$ cat src/rtl/clk_div_multi.sv
// NCH independent programmable clock-divider channels sharing one system clock.
// Each channel toggles a registered clk_out every De cycles and strobes tick on each rising toggle.
module clk_div_multi #(
  parameter int NCH     = 4,
  parameter int CW      = 16,
  parameter int DEF_DIV = 5
) (
  input  logic              clk,
  input  logic              reset,
  input  logic [NCH-1:0]    enable,
  input  logic [NCH*CW-1:0] div_val,
  input  logic [NCH-1:0]    div_load,
  input  logic              sync_clear,
  output logic [NCH-1:0]    clk_out,
  output logic [NCH-1:0]    tick,
  output logic [NCH-1:0]    pending
);

  localparam logic [CW-1:0] DEF_DIV_C = CW'(DEF_DIV);
  localparam logic [CW-1:0] ONE_C     = CW'(1);

  genvar gi;
  generate
    for (gi = 0; gi < NCH; gi++) begin : g_ch
      logic [CW-1:0] cnt_q, cnt_d;
      logic [CW-1:0] div_q, div_d;
      logic [CW-1:0] shd_q, shd_d;
      logic          pend_q, pend_d;
      logic          clk_q, clk_d;
      logic          tick_q, tick_d;
      logic [CW-1:0] de;
      logic          wrap;

      // A zero divisor behaves as one; ">=" keeps cnt in range after a divisor shrink.
      assign de   = (div_q == '0) ? ONE_C : div_q;
      assign wrap = (cnt_q >= (de - ONE_C));

      always_comb begin
        cnt_d  = cnt_q;
        div_d  = div_q;
        shd_d  = shd_q;
        pend_d = pend_q;
        clk_d  = clk_q;
        tick_d = 1'b0;
        if (sync_clear) begin
          cnt_d = '0;
          clk_d = 1'b0;
          if (pend_q) begin
            div_d  = shd_q;
            pend_d = 1'b0;
          end
        end else begin
          if (enable[gi]) begin
            cnt_d = wrap ? '0 : (cnt_q + ONE_C);
            if (cnt_q == '0) begin
              clk_d  = ~clk_q;
              tick_d = ~clk_q;
            end
            if (wrap && pend_q) begin
              div_d  = shd_q;
              pend_d = 1'b0;
            end
          end else if (pend_q) begin
            div_d  = shd_q;
            pend_d = 1'b0;
          end
          // A load on the apply edge becomes the next pending value.
          if (div_load[gi]) begin
            shd_d  = div_val[gi*CW +: CW];
            pend_d = 1'b1;
          end
        end
      end

      always_ff @(posedge clk or negedge reset) begin
        if (!reset) begin
          cnt_q  <= '0;
          div_q  <= DEF_DIV_C;
          shd_q  <= DEF_DIV_C;
          pend_q <= 1'b0;
          clk_q  <= 1'b0;
          tick_q <= 1'b0;
        end else begin
          cnt_q  <= cnt_d;
          div_q  <= div_d;
          shd_q  <= shd_d;
          pend_q <= pend_d;
          clk_q  <= clk_d;
          tick_q <= tick_d;
        end
      end

      assign clk_out[gi] = clk_q;
      assign tick[gi]    = tick_q;
      assign pending[gi] = pend_q;
    end
  endgenerate

endmodule

$ cat config.mk
export PLATFORM = sky130hd
export DESIGN_NAME = clk_div_multi
export DESIGN_NICKNAME = d
export VERILOG_FILES = /design/src/rtl/clk_div_multi.sv
export SDC_FILE = /design/constraint.sdc
export NUM_CORES = 1
export LEC_CHECK = 0
export BUFFER_PORTS_ARGS = -buffer_cell sky130_fd_sc_hd__buf_2
export CAP_MARGIN = 20
export CELL_PAD_IN_SITES_DETAIL_PLACEMENT = 1
export CELL_PAD_IN_SITES_GLOBAL_PLACEMENT = 2
export CORE_MARGIN = 2
export CORE_UTILIZATION = 25
export CTS_CLUSTER_DIAMETER = 50
export CTS_CLUSTER_SIZE = 25
export DETAILED_ROUTE_END_ITERATION = 8
export PLACE_DENSITY = 0.61
export SYNTH_ARGS = -nofsm -noshare
export SYNTH_HDL_FRONTEND = slang
export SYNTH_SLANG_ARGS = --single-unit
$ cat constraint.sdc
create_clock -name clk -period 8.19 [get_ports clk]
set_clock_uncertainty 0.05 [all_clocks]
set_input_delay 0.819 -clock clk [delete_from_list [all_inputs] [get_ports clk]]
set_output_delay 0.819 -clock clk [all_outputs]
set_load 0.1 [all_outputs]
==> flow_metrics.py <==
metrics = {
    "setup_path": {
        "critPathTopFamily": "simple AND/OR/NAND/NOR gates",
        "timing.reg2reg.worst_path_depth": 15,
        "crit_path_frequent_cell": "sky130_fd_sc_hd__ha_1",
        "setup.reg_to_reg.worst_slack_ns": 3.20,
        "critPathMaxFanout": 16,
        "setup.worst_path.class": "reg -> reg",
        "crit_path_start_kind": "flop",
        "timing.critical_path.arrival_ns": 5.36,
        "timing.critical_path.to_type": "flop",
        "cp_slowest_cell": "sky130_fd_sc_hd__a2111oi_0",
        "regToRegStartpoint": "g_ch[3].div_q[9]",
        "r2r_end": "g_ch[3].div_q[10]",
        "worst-endpoint-required_ns": 8.56,
        "max_stage_delay_ns": 0.64,
        "path_buf_inv": 0,
        "sequence_of_cells_on_the_critical_path": "or4_1, nor4_1, a21oi_1, ha_1, nor3b_1, nand2b_1, or2_2, nor3_1, xnor2_1, ha_1, nand4_1, a2111oi_0, a21bo_2, nand2_2, mux2_2",
    },
    "placed_design": {
        "hpwlAfterDp_um": 20100,
        "placedInstanceArea_um2": 12400,
        "io_buffer_count": 86,
        "gpl.final_weighted_congestion": 0.724,
    },
    "timing": {
        "hold_viol": 0,
        "fmax_mhz": 200,
        "unrepaired_setup_endpoints_after_global_routing": "false",
        "tns_ns": 0,
        "period_needed_ns": 4.99,
        "timing.final.crit_share": 0.610,
        "maxSlewHeadroom": 0.339,
        "tightest_slew_ns": 0.985,
        "setup_violations": 0,
        "final-max-slew-violation-count": 0,
    },
    "floorplanning": {
        "die_h_um": 217,
        "placement_rows": 78,
        "start_util": 0.251,
        "die_area_um2": 47000,
        "placeableCoreArea_um2": 45100,
        "chipWidth_um": 217,
        "ios": 87,
    },
    "synth": {
        "synth.distinct_cells": 63,
        "synth-seq-area-share": 0.452,
        "synthDominantCellAreaShare": 0.415,
        "ys_top_cells_by_count": "sky130_fd_sc_hd__dfrtp_1 (188), sky130_fd_sc_hd__mux2_2 (128), sky130_fd_sc_hd__nand2_1 (91)",
        "synth_largest_area_cell": "sky130_fd_sc_hd__dfrtp_1",
        "post_synth_edffs": 0,
        "synth.yosys.warnings": 0,
        "synth_top_cells_by_area": "sky130_fd_sc_hd__dfrtp_1 (42%), sky130_fd_sc_hd__mux2_2 (13%), sky130_fd_sc_hd__ha_1 (8.4%)",
        "synth_cells": 1073,
        "synthesis.area_per_instance_um2": 10.6,
        "synth.net_count": 1224,
        "post-synth-top-count-cell": "sky130_fd_sc_hd__dfrtp_1",
        "synth-main-ff-cell": "sky130_fd_sc_hd__dfrtp_1",
        "syn-cell-area_um2": 11300,
        "post_synth_arst_share": 1.00,
        "synth-seq-cells": 204,
    },
    "clock_tree": {
        "cts.reportedPaths.clkPinSlew_ns": 0.06,
        "numCtsBuffers": 37,
        "cts_tree": "done",
        "h-tree-depth": 2,
        "clock_path_buffers": 3,
        "cts.sink_count": 204,
        "clk_root_buffer_cell": "sky130_fd_sc_hd__clkbuf_16",
        "cts_repair_resize_count": 0,
        "clock_insertion_delay_worst_skew_ns": 0.55,
        "cts_setup_buffers": 0,
        "post_cts_hold_buffer_count": 0,
    },
    "power": {
        "power_report.internal_total_mw": 2.46,
        "clock_network_fraction_of_design_power": 0.441,
        "design_power_total_mw": 3.54,
        "p_comb_frac": 0.183,
        "swShare": 0.305,
        "power.leakage_nw": 5.89,
        "switchingPower_mw": 1.08,
        "power-per-cell-area_nw_per_um2": 259,
        "vdd_ir_drop_max_mv": 0.125,
        "fraction_of_power_consumed_by_sequential_logic": 0.376,
    },
    "drt": {
        "vias_per_cell": 4.72,
        "drt_iter0_markers": 205,
        "wl_per_cell_um": 15.7,
        "route.vias.total": 8485,
        "drtAntennaViolNets": 0,
        "post-route-drc-count": 0,
        "drtPass1Iterations": 4,
        "postRouteWirelength_um": 28300,
    },
    "global_route": {
        "grt_pass1_wl_um": 47600,
        "grt_max_degree": 77,
        "antenna_found_initial": 1,
        "first_global_vias": 9146,
        "grt_usage": 0.125,
        "total_global_routing_overflow": 0,
    },
    "layout": {
        "num-fill-cells": 5106,
        "layout-drive-gt1-share": 0.277,
        "final_util": 0.303,
        "synthToLayoutAreaGrowth_pct": 20.7,
        "finalInstanceArea_um2": 13700,
        "numnets_final": 1320,
        "insertedDiodeCount": 0,
    },
    "job": {
        "cap_viol_max_count": 0,
    },
    "worst_hold_path": {
        "worstHoldPathType": "in -> async",
    },
    "run_status": {
        "run_status": "completed",
    },
}
==> sequential cells by signal (all words and copies together) (netlist names) <==
register and count:
g_ch.cnt_q 64, g_ch.div_q 64, g_ch.shd_q 64, g_ch.clk_q 4
g_ch.pend_q 4, g_ch.tick_q 4
==> routing by layer <==
| metal | vias to the layer above | wire (um) | GRT usage |
|---|---|---|---|
| li1 | 4113 | - | - |
| met1 | 4210 | 13400 | 0.161 |
| met2 | 105 | 13000 | 0.206 |
| met3 | 55 | 1120 | 0.0260 |
| met4 | 2 | 844 | 0.0489 |
| met5 | - | 7 | 0 |
==> power by group through the flow <==
stage | combinational [mW] | clock, mW | sequential (mW)
2_1_floorplan | 0.511 | 0 | 1.30
3_3_place_gp | 0.641 | 0 | 1.35
3_5_place_dp | 0.664 | 0 | 1.35
4_1_cts | 0.668 | 1.62 | 1.34
5_1_grt | 0.741 | 1.67 | 1.36
6_report | 0.648 | 1.56 | 1.33
==> cells by family (layout without fill, tap and decap cells) <==
group / Yosys count / after routing / share of synthesized area
and+or+nand+nor: 351 / 351 / 0.156
DFF: 204 / 204 / 0.452
AOI/OAI and AO/OA: 177 / 177 / 0.102
muxes: 136 / 136 / 0.134
adders and majority gates: 76 / 76 / 0.0839
buffers and inverters: 76 / 201 / 0.0301
xor gates and xnor gates: 53 / 53 / 0.0410
==> worst max path at each step <==
stage                     startpoint           endpoint  cells after the start
floorplan           g_ch[2].div_q[7]  g_ch[2].div_q[10]                     18
global placement    g_ch[3].div_q[9]  g_ch[3].div_q[12]                     15
detailed placement  g_ch[2].div_q[6]   g_ch[2].div_q[6]                     17
CTS                 g_ch[2].div_q[7]   g_ch[2].div_q[6]                     17
global route        g_ch[3].div_q[9]  g_ch[3].div_q[13]                     15
finish              g_ch[3].div_q[9]  g_ch[3].div_q[10]                     15
==> cells in the final DEF (no fill, tap or decap), types with 6 or more instances in the layout <==
cell type / Yosys / layout
sky130_fd_sc_hd__mux2i_1: 8 / 8
sky130_fd_sc_hd__nand4_1: 16 / 16
sky130_fd_sc_hd__a21o_1: 7 / 7
sky130_fd_sc_hd__inv_6: 0 / 8
sky130_fd_sc_hd__nor2_1: 67 / 67
sky130_fd_sc_hd__nor4_1: 21 / 21
sky130_fd_sc_hd__a211oi_1: 6 / 6
sky130_fd_sc_hd__a22o_1: 7 / 7
sky130_fd_sc_hd__ha_1: 76 / 76
sky130_fd_sc_hd__inv_1: 35 / 35
sky130_fd_sc_hd__o311ai_0: 6 / 6
sky130_fd_sc_hd__xor2_1: 21 / 21
sky130_fd_sc_hd__buf_4: 13 / 10
sky130_fd_sc_hd__o21a_1: 8 / 8
sky130_fd_sc_hd__buf_2: 6 / 85
sky130_fd_sc_hd__or2_2: 8 / 8
sky130_fd_sc_hd__and3_1: 17 / 17
sky130_fd_sc_hd__clkbuf_16: 0 / 39
sky130_fd_sc_hd__nand3_1: 47 / 47
sky130_fd_sc_hd__a221o_1: 6 / 6
sky130_fd_sc_hd__nor3_1: 33 / 33
sky130_fd_sc_hd__dfstp_2: 16 / 16
sky130_fd_sc_hd__xnor2_1: 32 / 32
sky130_fd_sc_hd__a31oi_1: 28 / 28
sky130_fd_sc_hd__nand2b_1: 12 / 12
sky130_fd_sc_hd__o21ai_0: 28 / 28
sky130_fd_sc_hd__or3_1: 10 / 10
sky130_fd_sc_hd__nand2_1: 91 / 91
sky130_fd_sc_hd__mux2_2: 128 / 128
sky130_fd_sc_hd__a21oi_1: 50 / 49
sky130_fd_sc_hd__dfrtp_1: 188 / 188
==> area by class of cell <==
class | instances | area, um^2 | area share
Multi-Input combinational cell | 793 | 5870 | 0.429
Sequential cell | 204 | 5120 | 0.375
Clock buffer | 45 | 1030 | 0.0752
Tap cell | 600 | 751 | 0.0549
Timing Repair Buffer | 98 | 538 | 0.0393
Clock inverter | 23 | 236 | 0.0173
Inverter | 35 | 131 | 0.00960
==> per-stage QoR <==
stage / hold WS (ns) / worst slack [ns] / instances
after floorplan: 0.401 / 3.58 / 1073
after global placement: 0.428 / 3.31 / 1728
after detailed placement: 0.431 / 3.18 / 1728
after CTS: 0.213 / 3.17 / 1796
after global routing: 0.246 / 2.76 / 1798
final: 0.218 / 3.20 / 1798
(Power assumes the default switching activity.)
